==> src/rtl/int_sequencer.sv <==
// int_sequencer: interrupt entry (drain, push PC/flags, vector fetch) and RTI return (pop flags/PC); optional INT_MASK_EN adds an interrupt enable.
// Latency: Int edge -> PcLoad 6 cycles, RtiReq -> PcLoad 3 cycles, with zero-wait memory and a drained pipe.
// Backpressure: each memory step holds its request stable until MemAck; DRAIN waits on PipeDrained.
module int_sequencer #(
    parameter int          PC_W     = 32,
    parameter logic [15:0] VEC_ADDR = 16'h0002,
    parameter int          FLG_W    = 3
) (
    input  logic             Clk,
    input  logic             Rst,
    input  logic             Int,
    input  logic             RtiReq,
    input  logic             PipeDrained,
    input  logic [PC_W-1:0]  PcIn,
    input  logic [FLG_W-1:0] FlagsIn,
    input  logic [15:0]      SpIn,
    input  logic             MemAck,
    input  logic [15:0]      MemRData,
`ifdef INT_MASK_EN
    input  logic             IntEnSet,
    input  logic             IntEnClr,
    output logic             IntEn,
`endif
    output logic             Busy,
    output logic             FlushIFID,
    output logic             MemReq,
    output logic             MemWe,
    output logic [15:0]      MemAddr,
    output logic [15:0]      MemWData,
    output logic             SpWe,
    output logic [15:0]      SpNext,
    output logic             PcLoad,
    output logic [PC_W-1:0]  PcOut,
    output logic             FlagsLoad,
    output logic [FLG_W-1:0] FlagsOut
);

    typedef enum logic [3:0] {
        S_IDLE,
        S_DRAIN,
        S_PUSH_HI,
        S_PUSH_LO,
        S_PUSH_FLG,
        S_VEC_RD,
        S_POP_FLG,
        S_POP_LO,
        S_POP_HI
    } state_t;

    state_t           state;
    state_t           state_nxt;
    logic             int_q;
    logic             pending;
    logic             svc_ok;
    logic             take;
    logic             pop_hi_ack;
    logic [PC_W-1:0]  pc_q;
    logic [FLG_W-1:0] flg_q;
    logic [15:0]      lo_q;
    logic [15:0]      hi_word;
    logic [15:0]      flg_word;

    assign take       = (state == S_IDLE) && !RtiReq && pending && svc_ok;
    assign pop_hi_ack = (state == S_POP_HI) && MemAck;

`ifdef INT_MASK_EN
    always_ff @(posedge Clk) begin
        if (Rst) begin
            IntEn <= 1'b1;
        end else if (IntEnSet) begin
            IntEn <= 1'b1;
        end else if (IntEnClr || take) begin
            IntEn <= 1'b0;
        end else if (pop_hi_ack) begin
            IntEn <= 1'b1;
        end
    end
    assign svc_ok = IntEn;
`else
    assign svc_ok = 1'b1;
`endif

    // A new edge in the same cycle the old request is taken stays latched.
    always_ff @(posedge Clk) begin
        if (Rst) begin
            int_q   <= 1'b0;
            pending <= 1'b0;
        end else begin
            int_q   <= Int;
            pending <= (pending && !take) || (Int && !int_q);
        end
    end

    always_ff @(posedge Clk) begin
        if (Rst) begin
            pc_q  <= '0;
            flg_q <= '0;
            lo_q  <= '0;
        end else begin
            if (state == S_DRAIN && PipeDrained) begin
                pc_q  <= PcIn;
                flg_q <= FlagsIn;
            end
            if (state == S_POP_FLG && MemAck) begin
                flg_q <= MemRData[FLG_W-1:0];
            end
            if (state == S_POP_LO && MemAck) begin
                lo_q <= MemRData;
            end
        end
    end

    always_ff @(posedge Clk) begin
        if (Rst) begin
            state <= S_IDLE;
        end else begin
            state <= state_nxt;
        end
    end

    always_comb begin
        state_nxt = state;
        case (state)
            S_IDLE: begin
                if (RtiReq) begin
                    state_nxt = S_POP_FLG;
                end else if (pending && svc_ok) begin
                    state_nxt = S_DRAIN;
                end
            end
            S_DRAIN:    if (PipeDrained) state_nxt = S_PUSH_HI;
            S_PUSH_HI:  if (MemAck)      state_nxt = S_PUSH_LO;
            S_PUSH_LO:  if (MemAck)      state_nxt = S_PUSH_FLG;
            S_PUSH_FLG: if (MemAck)      state_nxt = S_VEC_RD;
            S_VEC_RD:   if (MemAck)      state_nxt = S_IDLE;
            S_POP_FLG:  if (MemAck)      state_nxt = S_POP_LO;
            S_POP_LO:   if (MemAck)      state_nxt = S_POP_HI;
            S_POP_HI:   if (MemAck)      state_nxt = S_IDLE;
            default:                     state_nxt = S_IDLE;
        endcase
    end

    always_comb begin
        hi_word              = '0;
        hi_word[PC_W-17:0]   = pc_q[PC_W-1:16];
        flg_word             = '0;
        flg_word[FLG_W-1:0]  = flg_q;
    end

    always_comb begin
        Busy      = (state != S_IDLE);
        FlushIFID = 1'b0;
        MemReq    = 1'b0;
        MemWe     = 1'b0;
        MemAddr   = '0;
        MemWData  = '0;
        SpWe      = 1'b0;
        SpNext    = '0;
        PcLoad    = 1'b0;
        PcOut     = '0;
        FlagsLoad = 1'b0;
        FlagsOut  = '0;
        case (state)
            S_IDLE: FlushIFID = take;
            S_PUSH_HI, S_PUSH_LO, S_PUSH_FLG: begin
                MemReq  = 1'b1;
                MemWe   = 1'b1;
                MemAddr = SpIn;
                if (state == S_PUSH_HI) begin
                    MemWData = hi_word;
                end else if (state == S_PUSH_LO) begin
                    MemWData = pc_q[15:0];
                end else begin
                    MemWData = flg_word;
                end
                if (MemAck) begin
                    SpWe   = 1'b1;
                    SpNext = SpIn - 16'd1;
                end
            end
            S_VEC_RD: begin
                MemReq  = 1'b1;
                MemAddr = VEC_ADDR;
                if (MemAck) begin
                    PcLoad      = 1'b1;
                    PcOut[15:0] = MemRData;
                end
            end
            S_POP_FLG, S_POP_LO, S_POP_HI: begin
                MemReq  = 1'b1;
                MemAddr = SpIn + 16'd1;
                if (MemAck) begin
                    SpWe   = 1'b1;
                    SpNext = SpIn + 16'd1;
                end
                // Final pop restores PC and flags together.
                if (pop_hi_ack) begin
                    PcLoad    = 1'b1;
                    PcOut     = {MemRData[PC_W-17:0], lo_q};
                    FlagsLoad = 1'b1;
                    FlagsOut  = flg_q;
                end
            end
            default: ;
        endcase
    end

endmodule

==> config.mk <==
export PLATFORM = sky130hd
export DESIGN_NAME = int_sequencer
export DESIGN_NICKNAME = d
export VERILOG_FILES = /design/src/rtl/int_sequencer.sv
export SDC_FILE = /design/constraint.sdc
export NUM_CORES = 1
export LEC_CHECK = 0
export BUFFER_PORTS_ARGS = -buffer_cell sky130_fd_sc_hd__buf_2
export CAP_MARGIN = 15
export CORE_ASPECT_RATIO = 0.9
export CORE_UTILIZATION = 51
export CTS_BUF_LIST = sky130_fd_sc_hd__clkbuf_4 sky130_fd_sc_hd__clkbuf_8
export DETAILED_ROUTE_END_ITERATION = 7
export PLACE_DENSITY = 0.95
export SYNTH_ARGS = -nofsm -noshare
export SYNTH_HDL_FRONTEND = slang
export SYNTH_SLANG_ARGS = --single-unit
==> constraint.sdc <==
create_clock -name Clk -period 6.9 [get_ports Clk]
set_input_delay 1.38 -clock Clk [delete_from_list [all_inputs] [get_ports Clk]]
set_output_delay 1.38 -clock Clk [all_outputs]
set_load 0.005 [all_outputs]
==> reports/qor.yml <==
critical-path-slowest-cell: "or3b_2"
syn-num-nets: 605
crit_fanout: 7
ys.flop_type: "dfxtp_1"
slew_headroom_pct: 25.23
cp.arrival_ns: 3.41
syn_avg_cell_area_um2: 7.028
drc: 0
maxClockFrequency_ghz: 0.2089
fin_crit_ns: 4.786
grt_max_degree: 59
dieArea_um2: 7650
drive_gt1_share_pct: 30.04
hold_end: "pc_q[30]"
synth-seq-area-share_pct: 30.63
finalSetupTns_ns: 0
wl_mm: 11.72
syn_to_final_growth_pct: 27.01
critPathMaxStageDelay_ns: 0.49
ys_ff_latch: 57
grt_pass1_vias: 3967
clockBufferDepth: 2
dpl_cell_area_um2: 4487
r2r-start: "state[1]"
nFillCells: 616
antenna_found_initial: 0
hpwl_mm: 8.049
num_io_pins: 163
period_share_pct: 69.36
cts-buffers-inserted: 9
max_cap_viol_count: 0
finalHoldViolations: 0
port_buffers: 162
grt_pass1_wl_mm: 18.46
critPathKind: "primary input to output pin"
seq_area_um2: 1141
power.leakage_uw: 0.002071
synth.distinct_cells: 61
tightest_slew_ns: 1.116
die_w_um: 92.09
fp.dieH_um: 83.08
worstRegToRegCells: 4
fin_nets: 739
hold_start: "pc_q[30]"
vias_per_cell: 5.979
post_cts_buffers: 0
insertion_delay_ns: 0.33
reg2reg_slack_ns: 4.74
antennaDiodeCount: 0
grt_usage_pct: 29.70
post_drt_wl_per_cell_um: 15.37
drtIter0Drc: 347
crit_path_end_kind: "output pin"
syn_area_um2: 3725
cts_hold_buf: 0
rsz0062_at_grt: "false"
cts_root_buf: "clkbuf_8"
crit_required_ns: 5.52
num_rows: 29
gp_congestion: 0.9258
ir_drop_uv: 187.0
crit-reg2reg-capture: "lo_q[1]"
async_reset_ff_share_pct: 0
status: "finished, final reports clean"
finalInstanceArea_um2: 4731
yosys_warnings: 0
start_kind: "primary input"
cts.sinks: 57
synth-edff-count: 0
vias: 4556
worstPathCellList: "buf_2 > inv_1 > ha_1 > or3b_2 > nor3_2 > and2_1 > a221oi_1 > a211oi_1 > buf_2"
htree_levels: 3
syn_inst: 530
finalSetupViolCount: 0
drv_slew: 0
startpoint: "SpIn[1]"
gr-total-overflow: 0
ant_nets: 0
start_util_pct: 52.64
clock_skew_ns: 0.007598
design.core.area_um2: 7076
multiInputGateArea_um2: 2355
min_path_cells: 2
tritoncts: "done"
p_per_area_nw_per_um2: 263.4
postCtsResizedCells: 0
crit_path_frequent_cell: "buf_2"
first_pass_iters: 5
clkTransAtPathRegs_ns: 0.06
hold_path.class: "register to register"
==> report_power, final <==
part,switching (uW),internal (uW)
logic,322,208
clock network,126,178
registers,48.2,363
==> layout make-up <==
type | count | area share (%)
Timing Repair Buffer | 167 | 18.51
Tap cell | 93 | 2.460
Clock inverter | 1 | 0.1587
Sequential cell | 57 | 24.12
Clock buffer | 15 | 4.099
Multi-Input combinational cell | 418 | 49.78
Inverter | 11 | 0.8728
==> cells in the mapped netlist (all sizes together), types with 2 or more instances <==
cell type	instances	area share (%)
dfxtp	57	31
nand2	121	12
o21ai	23	3.1
or2	2	0.34
o32ai	2	0.47
o221a	2	0.60
o21a	2	0.40
or4b	2	0.64
a41oi	2	0.47
a21o	2	0.40
and2	21	3.6
o211ai	2	0.40
a311oi	2	0.47
o22ai	2	0.34
or4	3	0.71
a21oi	69	9.3
nand3b	2	0.40
nor4	3	0.50
o311a	2	0.54
a211oi	10	2.0
a221oi	5	1.5
mux2i	4	1.1
a22oi	3	0.60
a2111oi	2	0.47
a21boi	3	0.60
a31oi	6	1.0
nor2	36	3.8
nor3	13	2.3
nand2b	5	0.84
buf	12	2.1
or3b	2	0.47
ha	2	0.67
nor2b	2	0.34
nand4	7	1.2
clkbuf	32	3.2
inv	11	1.1
a22o	30	7.1
and3	2	0.34
nand3	13	1.7
==> stage by stage <==
stage               setup slack [ns]  total power (uW)  std cells  utilization, %  hold slack [ns]
floorplan                      2.484             769.0        530               -           0.4360
global placement               2.223             913.7        744           63.41           0.4421
detailed placement             2.133             932.8        744           63.41           0.4500
CTS                            2.132              1234        760           66.26           0.4586
global route                   1.976              1330        762           66.86           0.4759
finish                         2.114              1246        762           66.86           0.4571
==> worst max path at each step <==
stage / endpoint / slack, ns / cells after the start
2_1_floorplan: SpNext[10] / 2.48 / 8
3_3_place_gp: SpNext[10] / 2.22 / 9
3_5_place_dp: SpNext[10] / 2.13 / 9
4_1_cts: SpNext[10] / 2.13 / 9
5_1_grt: SpNext[10] / 1.98 / 9
6_report: SpNext[10] / 2.11 / 9
==> placed cells by master, fill, tap and decap left out, types with 3 or more instances in the layout <==
cell	count
a22o_1	30
nor2_1	34
nand2b_1	5
a211oi_1	10
buf_2	162
a31oi_1	6
nand3_1	13
clkbuf_8	13
nand4_1	7
nor3_1	8
mux2i_1	4
buf_4	3
and2_1	20
a22oi_1	3
a221oi_1	3
dfxtp_1	57
nand2_1	121
a21oi_1	69
inv_1	10
nor3_2	4
nor4_1	3
o21ai_0	23
==> critical path: cells and delay by family <==
| kind | cells | cell delay, ns |
|---|---|---|
| AOI/OAI and AO/OA | 2 | 0.33 |
| adders and majority gates | 1 | 0.19 |
| buffers and inverters | 3 | 0.37 |
| and+or+nand+nor | 3 | 1.11 |
==> flip-flops by register name, indices dropped and copies added (netlist names) <==
register and cells:
lo_q 16, state 4, flg_q 3, pending 1, int_q 1, pc_q 32
==> logic make-up after synthesis <==
logic type | after synthesis | share of synthesized area [%]
simple gates | 236 | 29.79
compound gates | 175 | 31.17
flops | 57 | 30.63
buf+inv | 55 | 6.416
mux | 4 | 1.075
fa+ha+maj | 2 | 0.6717
xor+xnor | 1 | 0.2352
==> layer usage <==
metal | track usage (%) | vias to the layer above | part of all wire [%]
met3 | 7.601 | 29 | 10
li1 | - | 2166 | -
met4 | 9.943 | 0 | 1.9
met2 | 49.59 | 284 | 48
met1 | 37.13 | 2077 | 40
met5 | 0 | - | 0
No activity file was read; power rests on OpenSTA's default activity.
